`config.mk`:
```
export PLATFORM = sky130hd
export DESIGN_NAME = uart_cmder_mb_flat
export DESIGN_NICKNAME = d
export VERILOG_FILES = /design/src/rtl/uart_cmder_mb_if.sv /design/src/rtl/uart_cmder_mb.sv /design/src/flat_wrapper.sv
export SDC_FILE = /design/constraint.sdc
export NUM_CORES = 1
export LEC_CHECK = 0
export BUFFER_PORTS_ARGS = -buffer_cell sky130_fd_sc_hd__buf_2
export CORE_ASPECT_RATIO = 1.1
export CORE_MARGIN = 3
export CORE_UTILIZATION = 58
export DETAILED_ROUTE_END_ITERATION = 7
export PLACE_DENSITY = 0.84
export SYNTH_ARGS = -nofsm -noshare
export SYNTH_HDL_FRONTEND = slang
export SYNTH_SLANG_ARGS = --single-unit
```
`constraint.sdc`:
```
create_clock -name clk -period 5.15 [get_ports clk]
set_input_delay 0 -clock clk [delete_from_list [all_inputs] [get_ports clk]]
set_output_delay 0 -clock clk [all_outputs]
set_load 0.03 [all_outputs]
```
`src/rtl/uart_cmder_mb_if.sv`:
```
// Signal bundle between the command decoder, the UART byte core and the
// register bus fabric. The decoder takes the master modport, the
// environment (UART core plus bus fabric) takes the slave modport.
//
// Handshakes:
//   - rx: uart_rx_rdy is a level meaning "a byte is waiting on uart_dout".
//     It stays high until the consumer pulses uart_rx_rdy_clr, so a byte
//     counts as taken only on a cycle where rx_rdy is high and clr is low.
//   - tx: uart_wr_en is a one-cycle pulse that transfers uart_din. It is
//     only issued while uart_tx_busy is low. busy rises the cycle after it.
//   - bus: bus_wr_en and bus_rd_en are one-cycle strobes and are never high
//     together. bus_rdata is valid only in the cycle bus_rd_rdy pulses.
interface uart_cmder_mb_if #(
    parameter int ADDR_BYTES = 2,
    parameter int DATA_BYTES = 4
);
    localparam int AW = 8 * ADDR_BYTES;
    localparam int DW = 8 * DATA_BYTES;

    logic                  uart_wr_en;
    logic [7:0]            uart_din;
    logic                  uart_tx_busy;
    logic                  uart_rx_rdy;
    logic                  uart_rx_rdy_clr;
    logic [7:0]            uart_dout;
    logic                  bus_wr_en;
    logic [DATA_BYTES-1:0] bus_be;
    logic [AW-1:0]         bus_addr;
    logic [DW-1:0]         bus_wdata;
    logic                  bus_rd_en;
    logic [DW-1:0]         bus_rdata;
    logic                  bus_rd_rdy;

    modport master (
        output uart_wr_en, uart_din, uart_rx_rdy_clr,
        output bus_wr_en, bus_be, bus_addr, bus_wdata, bus_rd_en,
        input  uart_tx_busy, uart_rx_rdy, uart_dout,
        input  bus_rdata, bus_rd_rdy
    );

    modport slave (
        input  uart_wr_en, uart_din, uart_rx_rdy_clr,
        input  bus_wr_en, bus_be, bus_addr, bus_wdata, bus_rd_en,
        output uart_tx_busy, uart_rx_rdy, uart_dout,
        output bus_rdata, bus_rd_rdy
    );
endinterface

```
`src/rtl/uart_cmder_mb.sv`:
```
// Multi-byte UART command decoder. Frames are CMD, address bytes (MSB
// first) and, for writes, data bytes (MSB first). Writes become one bus
// write strobe with an optional ACK byte back; reads become one bus read
// strobe whose data (or an error byte on timeout) is sent back over UART.
module uart_cmder_mb #(
    parameter int         ADDR_BYTES = 2,
    parameter int         DATA_BYTES = 4,
    parameter int         RD_TIMEOUT = 255,
    parameter logic [7:0] ACK_BYTE   = 8'h55,
    parameter logic [7:0] ERR_BYTE   = 8'hEE
) (
    input  logic                   clk,
    input  logic                   rstb,
    uart_cmder_mb_if.master        bus_if,
    output logic [2:0]             dbg_state_o
);
    localparam int         AW     = 8 * ADDR_BYTES;
    localparam int         DW     = 8 * DATA_BYTES;
    localparam logic [1:0] LAST_A = 2'(ADDR_BYTES - 1);
    localparam logic [1:0] LAST_D = 2'(DATA_BYTES - 1);

    typedef enum logic [2:0] {
        S_IDLE     = 3'd0,
        S_ADDR     = 3'd1,
        S_WDATA    = 3'd2,
        S_RD_WAIT  = 3'd3,
        S_TX       = 3'd4,
        S_TX_GUARD = 3'd5
    } state_t;

    state_t                state_q;
    logic                  rd_q;        // frame is a read
    logic                  ack_q;       // write acknowledge requested
    logic [1:0]            cnt_q;       // byte index within addr/data field
    logic [15:0]           tmo_q;       // read timeout countdown
    logic [2:0]            rem_q;       // tx bytes still to send
    logic [DW-1:0]         tx_sr_q;     // tx shift register, MSB byte goes first
    logic [AW-1:0]         addr_q;
    logic [DW-1:0]         wdata_q;
    logic [DATA_BYTES-1:0] be_q;
    logic                  wr_en_q;
    logic                  rd_en_q;
    logic                  uwr_q;
    logic [7:0]            udin_q;
    logic                  clr_q;

    logic                  got_byte;
    logic [AW-1:0]         addr_d;
    logic [DW-1:0]         wdata_d;

    // A byte is new only while the previous clear is not still in flight.
    assign got_byte = bus_if.uart_rx_rdy & ~clr_q;
    assign addr_d   = (addr_q << 8) | AW'(bus_if.uart_dout);
    assign wdata_d  = (wdata_q << 8) | DW'(bus_if.uart_dout);

    assign bus_if.uart_wr_en      = uwr_q;
    assign bus_if.uart_din        = udin_q;
    assign bus_if.uart_rx_rdy_clr = clr_q;
    assign bus_if.bus_wr_en       = wr_en_q;
    assign bus_if.bus_be          = be_q;
    assign bus_if.bus_addr        = addr_q;
    assign bus_if.bus_wdata       = wdata_q;
    assign bus_if.bus_rd_en       = rd_en_q;
    assign dbg_state_o            = state_q;

    // Frame parser, bus strobes and UART transmit sequencing.
    always_ff @(posedge clk) begin
        if (!rstb) begin
            state_q <= S_IDLE;
            rd_q    <= 1'b0;
            ack_q   <= 1'b0;
            cnt_q   <= '0;
            tmo_q   <= '0;
            rem_q   <= '0;
            tx_sr_q <= '0;
            addr_q  <= '0;
            wdata_q <= '0;
            be_q    <= '0;
            wr_en_q <= 1'b0;
            rd_en_q <= 1'b0;
            uwr_q   <= 1'b0;
            udin_q  <= '0;
            clr_q   <= 1'b0;
        end else begin
            // Every byte is cleared whatever the state; states that do not
            // parse simply drop it.
            clr_q   <= got_byte;
            wr_en_q <= 1'b0;
            rd_en_q <= 1'b0;
            uwr_q   <= 1'b0;
            case (state_q)
                S_IDLE: begin
                    if (got_byte && bus_if.uart_dout[7:2] == 6'd0) begin
                        rd_q    <= bus_if.uart_dout[0];
                        ack_q   <= bus_if.uart_dout[1];
                        cnt_q   <= '0;
                        state_q <= S_ADDR;
                    end
                end
                S_ADDR: begin
                    if (got_byte) begin
                        addr_q <= addr_d;
                        cnt_q  <= cnt_q + 2'd1;
                        if (cnt_q == LAST_A) begin
                            cnt_q <= '0;
                            if (rd_q) begin
                                rd_en_q <= 1'b1;
                                tmo_q   <= 16'(RD_TIMEOUT);
                                state_q <= S_RD_WAIT;
                            end else begin
                                state_q <= S_WDATA;
                            end
                        end
                    end
                end
                S_WDATA: begin
                    if (got_byte) begin
                        wdata_q <= wdata_d;
                        cnt_q   <= cnt_q + 2'd1;
                        if (cnt_q == LAST_D) begin
                            cnt_q   <= '0;
                            wr_en_q <= 1'b1;
                            be_q    <= '1;
                            if (ack_q) begin
                                tx_sr_q <= DW'(ACK_BYTE) << (DW - 8);
                                rem_q   <= 3'd1;
                                state_q <= S_TX;
                            end else begin
                                state_q <= S_IDLE;
                            end
                        end
                    end
                end
                S_RD_WAIT: begin
                    tmo_q <= tmo_q - 16'd1;
                    // Data takes priority over a timeout expiring this cycle.
                    if (bus_if.bus_rd_rdy) begin
                        tx_sr_q <= bus_if.bus_rdata;
                        rem_q   <= 3'(DATA_BYTES);
                        state_q <= S_TX;
                    end else if (tmo_q == 16'd1) begin
                        tx_sr_q <= DW'(ERR_BYTE) << (DW - 8);
                        rem_q   <= 3'd1;
                        state_q <= S_TX;
                    end
                end
                S_TX: begin
                    if (!bus_if.uart_tx_busy) begin
                        uwr_q   <= 1'b1;
                        udin_q  <= tx_sr_q[DW-1 -: 8];
                        tx_sr_q <= tx_sr_q << 8;
                        rem_q   <= rem_q - 3'd1;
                        state_q <= S_TX_GUARD;
                    end
                end
                S_TX_GUARD: begin
                    // busy has not risen yet in this cycle, so it is not looked at.
                    state_q <= (rem_q != 3'd0) ? S_TX : S_IDLE;
                end
                default: state_q <= S_IDLE;
            endcase
        end
    end
endmodule

```
`src/flat_wrapper.sv`:
```
// flat-port wrapper written by rule: the top's interface ports become plain ports
module uart_cmder_mb_flat 
#(
    parameter int         ADDR_BYTES = 2,
    parameter int         DATA_BYTES = 4,
    parameter int         RD_TIMEOUT = 255,
    parameter logic [7:0] ACK_BYTE   = 8'h55,
    parameter logic [7:0] ERR_BYTE   = 8'hEE
)
  (clk, rstb, dbg_state_o, bus_if_uart_wr_en, bus_if_uart_din, bus_if_uart_rx_rdy_clr, bus_if_bus_wr_en, bus_if_bus_be, bus_if_bus_addr, bus_if_bus_wdata, bus_if_bus_rd_en, bus_if_uart_tx_busy, bus_if_uart_rx_rdy, bus_if_uart_dout, bus_if_bus_rdata, bus_if_bus_rd_rdy);
  uart_cmder_mb_if #(.ADDR_BYTES(ADDR_BYTES), .DATA_BYTES(DATA_BYTES)) bus_if_i ();
  input  logic clk;
  input  logic rstb;
  output logic [2:0] dbg_state_o;
  output wire logic [$bits(bus_if_i.uart_wr_en)-1:0] bus_if_uart_wr_en;
  output wire logic [$bits(bus_if_i.uart_din)-1:0] bus_if_uart_din;
  output wire logic [$bits(bus_if_i.uart_rx_rdy_clr)-1:0] bus_if_uart_rx_rdy_clr;
  output wire logic [$bits(bus_if_i.bus_wr_en)-1:0] bus_if_bus_wr_en;
  output wire logic [$bits(bus_if_i.bus_be)-1:0] bus_if_bus_be;
  output wire logic [$bits(bus_if_i.bus_addr)-1:0] bus_if_bus_addr;
  output wire logic [$bits(bus_if_i.bus_wdata)-1:0] bus_if_bus_wdata;
  output wire logic [$bits(bus_if_i.bus_rd_en)-1:0] bus_if_bus_rd_en;
  input wire logic [$bits(bus_if_i.uart_tx_busy)-1:0] bus_if_uart_tx_busy;
  input wire logic [$bits(bus_if_i.uart_rx_rdy)-1:0] bus_if_uart_rx_rdy;
  input wire logic [$bits(bus_if_i.uart_dout)-1:0] bus_if_uart_dout;
  input wire logic [$bits(bus_if_i.bus_rdata)-1:0] bus_if_bus_rdata;
  input wire logic [$bits(bus_if_i.bus_rd_rdy)-1:0] bus_if_bus_rd_rdy;
  assign bus_if_uart_wr_en = bus_if_i.uart_wr_en;
  assign bus_if_uart_din = bus_if_i.uart_din;
  assign bus_if_uart_rx_rdy_clr = bus_if_i.uart_rx_rdy_clr;
  assign bus_if_bus_wr_en = bus_if_i.bus_wr_en;
  assign bus_if_bus_be = bus_if_i.bus_be;
  assign bus_if_bus_addr = bus_if_i.bus_addr;
  assign bus_if_bus_wdata = bus_if_i.bus_wdata;
  assign bus_if_bus_rd_en = bus_if_i.bus_rd_en;
  assign bus_if_i.uart_tx_busy = bus_if_uart_tx_busy;
  assign bus_if_i.uart_rx_rdy = bus_if_uart_rx_rdy;
  assign bus_if_i.uart_dout = bus_if_uart_dout;
  assign bus_if_i.bus_rdata = bus_if_bus_rdata;
  assign bus_if_i.bus_rd_rdy = bus_if_bus_rd_rdy;
  uart_cmder_mb #(.ADDR_BYTES(ADDR_BYTES), .DATA_BYTES(DATA_BYTES), .RD_TIMEOUT(RD_TIMEOUT), .ACK_BYTE(ACK_BYTE), .ERR_BYTE(ERR_BYTE)) u_core (.clk(clk), .rstb(rstb), .bus_if(bus_if_i), .dbg_state_o(dbg_state_o));
endmodule
```
==> results.cfg, run 1 <==
[routing]
routed_via_density = 5.70
num_vias = 4866
wl_um = 13600
drc = 0
drt-initial-drc-count = 297
routedWlPerCell_um = 15.9
dr.pass1.iters = 5
antenna_left = 0

[min_path]
hold_class = input pin to flip-flop

[place]
gp_congestion = 0.761
portBuffers = 111
placed_cell_area_mm2 = 0.00565
dpl.hpwl_um = 7880

[layout]
drive_gt1_share_pct = 20.1
final_area_mm2 = 0.00668
n_antenna_cell = 0
regArea_mm2 = 0.00238
area_delta_synth_final_pct = 29.4
nFillCells = 528
multiInputGateArea_mm2 = 0.00252
fin_util_pct = 78.3
nets = 782

[sta]
finalSetupTns_ps = 0
final_max_slew_viol_count = 0
min_period_over_period_pct = 67.4
fin_skew_ps = 11.5
hold_viol_final = 0
relSlewSlack_pct = 16.7
finalCriticalPeriod_ps = 3470
fmax_mhz = 288
rsz0062_at_grt = false
setup_violations = 0
tightest_slew_ps = 1250

[yosys]
synth.area.top_cells = dfxtp_1, nand2_1, a21boi_0
ys.flop_type = dfxtp_1
postSynthCellCount = 601
synth_edf_count = 0
synth_area_per_cell_um2 = 8.59
yosys.area.top_type = dfxtp_1
synth_top_area_share_pct = 46.1
synth_nets = 653
netlist_area_mm2 = 0.00516
async_flop_share_pct = 0
synth_most_common_cell = nand2_1
synth_commonest_cells = nand2_1, dfxtp_1, a21boi_0, clkbuf_1, o211a_1
yosysSeqAreaShare_pct = 46.1
synth-seq-cells = 119
yosys_warnings = 0
synth.distinct_cells = 50

[global_route]
grt_pass1_wl_um = 22300
antenna_found_initial = 0
grt_pass1_vias = 4902
grtUsageTotal_pct = 27.8
grt_overflow_total = 0
grt_max_degree = 119

[worst_setup_path]
worst_setup_path_end_kind = flip-flop
cp_data_arrival_time_ps = 3810
cp.required_ps = 5490
startpoint_type = flip-flop
cp_max_fo = 35
path_class = flip-flop to flip-flop

[clock_tree]
worstSkewPairLatency_ps = 520
cts_made_buffers = 17
htree_levels = 4
postCtsResizedCells = 0
cts-root-buf = clkbuf_8
cts.clk_slew.worst_paths_ps = 60
clock_path_buffers = 2
cts_tree = done
cts.sinks = 119

[status]
status = completed

[power]
power_per_cell_area_mw_per_mm2 = 325
leakage_nw = 3.00
peakVddDrop_mv = 0.259

[die]
die-height_um = 105
die_w_um = 96.0
fp-row-count = 35
start_util_pct = 60.5
io_pins = 112
dieArea_mm2 = 0.0101
core-area_mm2 = 0.00854

[run]
max-cap-violations = 0
==> power by group <==
part	internal [mW]	switching, mW
Sequential	0.922	0.000746
Clock	0.740	0.431
Combinational	0.0439	0.0345
Total	1.71	0.466
==> state kept, by name, summed over array words and instances (netlist names) <==
register and cells:
u_core.bus_if.bus_wr_en 1, u_core.bus_if.uart_din 8, u_core.tx_sr_q 32, u_core.bus_if.uart_rx_rdy_clr 1, u_core.cnt_q 2, u_core.bus_if.bus_addr 16, u_core.bus_if.bus_rd_en 1, u_core.bus_if.uart_wr_en 1
u_core.rd_q 1, u_core.tmo_q 16, u_core.ack_q 1, u_core.bus_if.bus_wdata 32, u_core.bus_if.bus_be 1, u_core.dbg_state_o 3, u_core.rem_q 3
==> placed cells by master, fill, tap and decap left out, types with 2 or more instances in the layout <==
| cell | instances |
|---|---|
| a21boi_0 | 56 |
| a21boi_1 | 3 |
| a21oi_1 | 8 |
| a22oi_1 | 16 |
| a31oi_1 | 2 |
| and2_1 | 6 |
| and3_1 | 2 |
| and4_1 | 2 |
| buf_2 | 111 |
| buf_4 | 3 |
| bufinv_16 | 3 |
| clkbuf_16 | 16 |
| clkinv_4 | 3 |
| clkinvlp_4 | 4 |
| dfxtp_1 | 119 |
| dlygate4sd3_1 | 44 |
| ha_1 | 7 |
| inv_1 | 10 |
| inv_6 | 3 |
| mux2i_1 | 5 |
| nand2_1 | 150 |
| nand2b_1 | 5 |
| nand3_1 | 25 |
| nand4_1 | 11 |
| nor2_1 | 21 |
| nor2b_1 | 8 |
| nor3_1 | 6 |
| nor4_1 | 7 |
| o211a_1 | 28 |
| o211ai_1 | 2 |
| o21a_1 | 2 |
| o21ai_0 | 15 |
| o21ai_1 | 5 |
| o22ai_1 | 2 |
| or3_1 | 2 |
| xnor2_1 | 9 |
| xor2_1 | 3 |
==> per-layer routing <==
| metal | global-route usage [%] | wire length, µm |
|---|---|---|
| met1 | 31.5 | 5370 |
| met2 | 47.3 | 6770 |
| met3 | 7.49 | 976 |
| met4 | 13.7 | 472 |
| met5 | 0 | 0 |
==> final cells by class <==
cell class,count,share of cell area [%]
clock buffer,18,6.25
clock inverter,13,2.58
inverter,10,0.562
multi-input combinational,424,37.6
sequential,119,35.6
tap,111,2.08
timing repair buffer,158,15.2
==> path summary, 6_finish.rpt <==
path,startpoint,to,slack [ps],depth (start not counted)
max,u_core.tmo_q[2],u_core.tx_sr_q[4],1680,5
min,bus_if_bus_rdata[6],u_core.tx_sr_q[6],260,4
max reg2reg,u_core.tmo_q[2],u_core.tx_sr_q[4],1680,5
min reg2reg,u_core.bus_if.bus_addr[11],u_core.bus_if.bus_addr[11],460,2
==> worst max-delay path, cell delays in order (launching register included) <==
cell and delay [ps]:
dfxtp_1 360, nor4_1 360, nand2_1 230, o311ai_4 980, and2_1 1080, o21ai_0 260
==> metrics by stage <==
step	power, mW	setup slack, ps	hold slack [ps]	std cells
6_report	2.17	1680	265	853
3_3_place_gp	0.991	1910	217	778
2_1_floorplan	0.967	3070	130	601
5_1_grt	2.24	1390	287	853
4_1_cts	2.18	1780	220	853
3_5_place_dp	0.991	1810	228	778
==> cells by family (layout without fill, tap and decap cells) <==
logic type | after synthesis | in the layout | synth area share (%)
AOI/OAI and AO/OA | 146 | 146 | 21.7
xor gates and xnor gates | 12 | 12 | 2.04
adders and majority gates | 7 | 7 | 1.70
buffers and inverters | 58 | 199 | 5.14
DFF | 119 | 119 | 46.1
muxes | 5 | 5 | 0.969
and+or+nand+nor | 254 | 254 | 22.3
==> repair_timing <==
item                                   in CTS  in global routing
endpoints found under the hold margin      72                  0
buffers inserted                            0                  0
hold buffers                               44                  0
Note: power is estimated with default switching activity, not from simulation.
==> run 2, diff against run 1 <==
Settings changed: CORE_UTILIZATION 58 to 49, PLACE_DENSITY 0.84 to 0.76.
Clock period 5.15 ns to 2.85 ns, I/O delays scaled along.
==> run 2 against run 1 <==
Core utilization down 12 points. Via count down 1.6%. Critical path type unchanged. First-iteration DRC count down 16%. Fmax up 44%. Hold slack worse by 230 ps. Combinational power up 77%. Critical endpoint is now u_core.bus_if.bus_addr[3]. Clock skew about the same. Flip-flop and latch count unchanged. Critical path depth unchanged.
==> results.cfg, run 2 (synthesis gave the netlist of run 1 again) <==
[routing]
route.layer.met1.wl_um = 5570
wl_um = 13100
num_vias = 4789
top_layer = met4
wl_met3_um = 719
routedWlPerCell_um = 14.7
dr_wl_met2_um = 6720
drt-initial-drc-count = 249
routed_via_density = 5.37
antenna_left = 0
drc = 0
dr.pass1.iters = 5

[layout]
area_delta_synth_final_pct = 30.3
final_common_cell = nand2_1
regArea_mm2 = 0.00238
final_area_mm2 = 0.00673
multiInputGateArea_mm2 = 0.00252
nets = 790
final_cell_mix = nand2_1, dfxtp_1, buf_2, a21boi_0, dlygate4sd3_1
drive_gt1_share_pct = 21.0
n_antenna_cell = 0
nFillCells = 830

[sta]
fmax_mhz = 414
finalSetupTns_ps = 0
setup_violations = 0
min_period_over_period_pct = 84.8
rsz0062_at_grt = false
tightest_slew_ps = 803
fin_skew_ps = 11.4
hold_viol_final = 0
final_max_slew_viol_count = 0
relSlewSlack_pct = 46.5
finalCriticalPeriod_ps = 2420

[clock_tree]
cts_tree = done
cts.clk_slew.worst_paths_ps = 60
cts.sinks = 119
clock_path_buffers = 2
worstSkewPairLatency_ps = 520
htree_levels = 4
cts_made_buffers = 17
postCtsResizedCells = 0
cts-root-buf = clkbuf_8
postCtsSetupBuffers = 0

[die]
dieArea_mm2 = 0.0118
die_w_um = 104
core-area_mm2 = 0.0101
die-height_um = 114
io_pins = 112
fp-row-count = 38
start_util_pct = 51.2

[min_path]
hold_class = input pin to flip-flop
hold_end = u_core.bus_if.uart_rx_rdy_clr
worstHoldStart = bus_if_uart_rx_rdy
whs_path_depth = 5

[global_route]
grt_overflow_total = 0
grtUsageTotal_pct = 22.9
antenna_found_initial = 0
grt_pass1_wl_um = 22300
grt_max_degree = 51
grt_pass1_vias = 4694

[power]
intPower_mw = 2.92
p_comb_share_pct = 3.7
power.switching_mw = 0.810
leakage_nw = 3.03
peakVddDrop_mv = 0.318
p_seq_share_pct = 44.7
fin_total_pwr_mw = 3.73
clkPwrFrac_pct = 51.6
swShare_pct = 21.7
power_per_cell_area_mw_per_mm2 = 555

[worst_setup_path]
crit_start = u_core.dbg_state_o[0]
cp.required_ps = 3290
startpoint_type = flip-flop
worst_setup_path_end_kind = flip-flop
timing.rr.end = u_core.bus_if.bus_addr[3]
cp_max_fo = 19
r2r-start = u_core.dbg_state_o[0]
ff2ff_path_depth = 5
path_class = flip-flop to flip-flop
cp_data_arrival_time_ps = 2860
reg2reg_slack_ps = 430

[place]
gp_congestion = 0.839
dpl.hpwl_um = 8590
placed_cell_area_mm2 = 0.00576
portBuffers = 111

[run]
max-cap-violations = 0

[status]
status = completed
[run 2: worst max-delay path, stage by stage (launching register included)]
cell and delay, ps:
dfxtp_1 690, nor2b_1 440, nor2b_1 380, and2_1 540, nand2_1 130, a21boi_0 160
[run 2: layout make-up]
cell class	instances	share of cell area, %
Tap cell	140	2.60
Clock inverter	11	1.53
Inverter	10	0.558
Timing Repair Buffer	166	16.0
Clock buffer	21	6.53
Multi-Input combinational cell	424	37.4
Sequential cell	119	35.4
[run 2: how the worst max path moves through the flow]
stage                                 to  cells after the start
2_1_floorplan         u_core.tx_sr_q[27]                      8
3_3_place_gp   u_core.bus_if.bus_addr[3]                      5
3_5_place_dp   u_core.bus_if.bus_addr[3]                      5
4_1_cts        u_core.bus_if.bus_addr[3]                      5
5_1_grt        u_core.bus_if.bus_addr[3]                      5
6_report       u_core.bus_if.bus_addr[3]                      5
[run 2: power groups by stage]
| stage | logic, mW | registers [mW] | clock network (mW) |
|---|---|---|---|
| final | 0.139 | 1.67 | 1.92 |
| after global routing | 0.150 | 1.67 | 2.04 |
| after CTS | 0.136 | 1.67 | 1.94 |
| after detailed placement | 0.0925 | 1.70 | 0 |
| after global placement | 0.0912 | 1.70 | 0 |
| after floorplan | 0.0421 | 1.70 | 0 |
[run 2: timing repair]
action                                  in CTS  in global routing
hold buffers                                42                  0
endpoints found under the hold margin       62                  0
endpoints found under the setup margin       0                  0
[run 2: layer usage]
metal  GRT usage, %  vias up
li1               -     2351
met1           27.5     2280
met2           39.5      145
met3           7.02       13
met4           7.00        0
met5              0        -
[run 2: stage by stage]
stage	util, %	setup slack [ps]	hold slack, ps	cells
finish	66.7	434	34.7	891
global route	66.7	87.1	66.1	891
CTS	66.7	417	9.50	891
detailed placement	57.2	442	220	817
global placement	57.2	509	219	817
floorplan	-	774	130	601
==> run 3, diff against run 2 <==
Settings changed: CORE_UTILIZATION 49 to 54, PLACE_DENSITY 0.76 to 0.79.
Clock period 2.85 ns to 2.44 ns, I/O delays scaled along.
==> run 3 against run 2 <==
Final area is 1.8% higher. Register-to-register slack worse by 180 ps. Power is 28% higher. Largest power group unchanged.
==> results.cfg, run 3 (synthesis gave the netlist of run 1 again) <==
[status]
status = completed

[routing]
wl_um = 13700
routed_via_density = 5.58
dr.pass1.iters = 5
dr_wl_met2_um = 7040
wl_met3_um = 790
routedWlPerCell_um = 15.8
route.layer.met1.wl_um = 5550
num_vias = 4853
drt-initial-drc-count = 206
top_layer = met4
antenna_left = 0
drc = 0

[min_path]
whs_path_depth = 5
worstHoldStart = bus_if_uart_rx_rdy
hold_end = u_core.bus_if.uart_rx_rdy_clr
hold_class = input pin to flip-flop

[sta]
finalSetupTns_ps = 0
relSlewSlack_pct = 54.8
tightest_slew_ps = 675
setup_violations = 0
final_max_slew_viol_count = 0
hold_viol_final = 0
setup_slack_ps = 256
fmax_mhz = 458
finalCriticalPeriod_ps = 2180
min_period_over_period_pct = 89.5
fin_skew_ps = 7.10
rsz0062_at_grt = false

[worst_setup_path]
startpoint_type = flip-flop
cp_data_arrival_time_ps = 2580
cp_max_fo = 26
path_class = flip-flop to flip-flop
reg2reg_slack_ps = 260
r2r-start = u_core.tmo_q[6]
worst_setup_path_end_kind = flip-flop
worstPathCellList = nor4_1 > nand2_1 > o311ai_4 > buf_4 > o211ai_1 > mux2i_1
cpPeakStageDelay_ps = 390
cp.required_ps = 2830
cpMaxStageDelayCell = nor4_1
ff2ff_path_depth = 6
timing.rr.end = u_core.dbg_state_o[0]

[place]
dpl_worst_slack_ps = 343
dpl.hpwl_um = 8410
dp.cells = 794
gp_congestion = 0.827
portBuffers = 111

[layout]
layout.cells.non_filler = 869
n_antenna_cell = 0
final_common_cell = nand2_1
area_delta_synth_final_pct = 32.7
nFillCells = 641
fin_util_pct = 75.3
final_cell_mix = nand2_1, dfxtp_1, buf_2, a21boi_0, dlygate4sd3_1
nets = 794
drive_gt1_share_pct = 21.6

[die]
io_pins = 112
fp-row-count = 36
start_util_pct = 56.8
die_w_um = 99.2
core-area_mm2 = 0.00910
dieArea_mm2 = 0.0108
die-height_um = 109

[global_route]
grtUsageTotal_pct = 27.0
antenna_found_initial = 0
grt_pass1_wl_um = 22900
grt_pass1_vias = 4886
grt_overflow_total = 0
grt_max_degree = 79

[power]
power_per_cell_area_mw_per_mm2 = 700
peakVddDrop_mv = 0.418
leakage_nw = 3.12

[clock_tree]
worstSkewPairLatency_ps = 520
cts.sinks = 119
htree_levels = 4
cts.clk_slew.worst_paths_ps = 60
cts_tree = done
postCtsResizedCells = 0
ctsHoldBuffers = 43
cts-root-buf = clkbuf_8
clock_path_buffers = 2
cts_made_buffers = 17
postCtsSetupBuffers = 0

[run]
max-cap-violations = 0
## run 3: power by group
group          switching [mW]  internal, mW
Combinational          0.0735        0.0951
Sequential            0.00122          1.95
Clock                   0.861          1.82
## run 3: how the worst max path moves through the flow
stage	startpoint	to	slack, ps	cells after the start
global placement	u_core.tmo_q[2]	u_core.dbg_state_o[1]	410	6
finish	u_core.tmo_q[6]	u_core.dbg_state_o[0]	260	6
detailed placement	u_core.tmo_q[2]	u_core.dbg_state_o[1]	340	6
global route	u_core.tmo_q[2]	u_core.dbg_state_o[1]	70	6
floorplan	u_core.dbg_state_o[2]	u_core.tx_sr_q[27]	360	8
CTS	u_core.tmo_q[2]	u_core.dbg_state_o[0]	250	6
## run 3: through the flow
step	area, µm²	hold WS [ps]	power [mW]
floorplan	5160	130	2.04
global route	6850	51.9	4.93
detailed placement	5780	230	2.10
CTS	6850	19.4	4.80
global placement	5780	214	2.10
finish	6850	26.9	4.79
## run 3: critical path: cells and delay by family, from the launching register on
| kind | cells | cell delay [ps] |
|---|---|---|
| simple gates | 2 | 640 |
| flops | 1 | 330 |
| compound gates | 2 | 570 |
| buf+inv | 1 | 330 |
| mux | 1 | 180 |
## run 3: per-layer routing
layer,GRT usage [%],vias to the layer above
met2,47.6,157
met4,11.9,0
met1,30.1,2300
li1,-,2357
met5,0,-
met3,7.81,39
## run 3: final cells by class
class / count / area, µm² / share of cell area (%)
multi-input combinational: 424 / 2520 / 36.7
sequential: 119 / 2380 / 34.8
timing repair buffer: 170 / 1130 / 16.5
clock buffer: 24 / 500 / 7.31
tap: 114 / 143 / 2.08
clock inverter: 8 / 140 / 2.05
inverter: 10 / 37.5 / 0.548
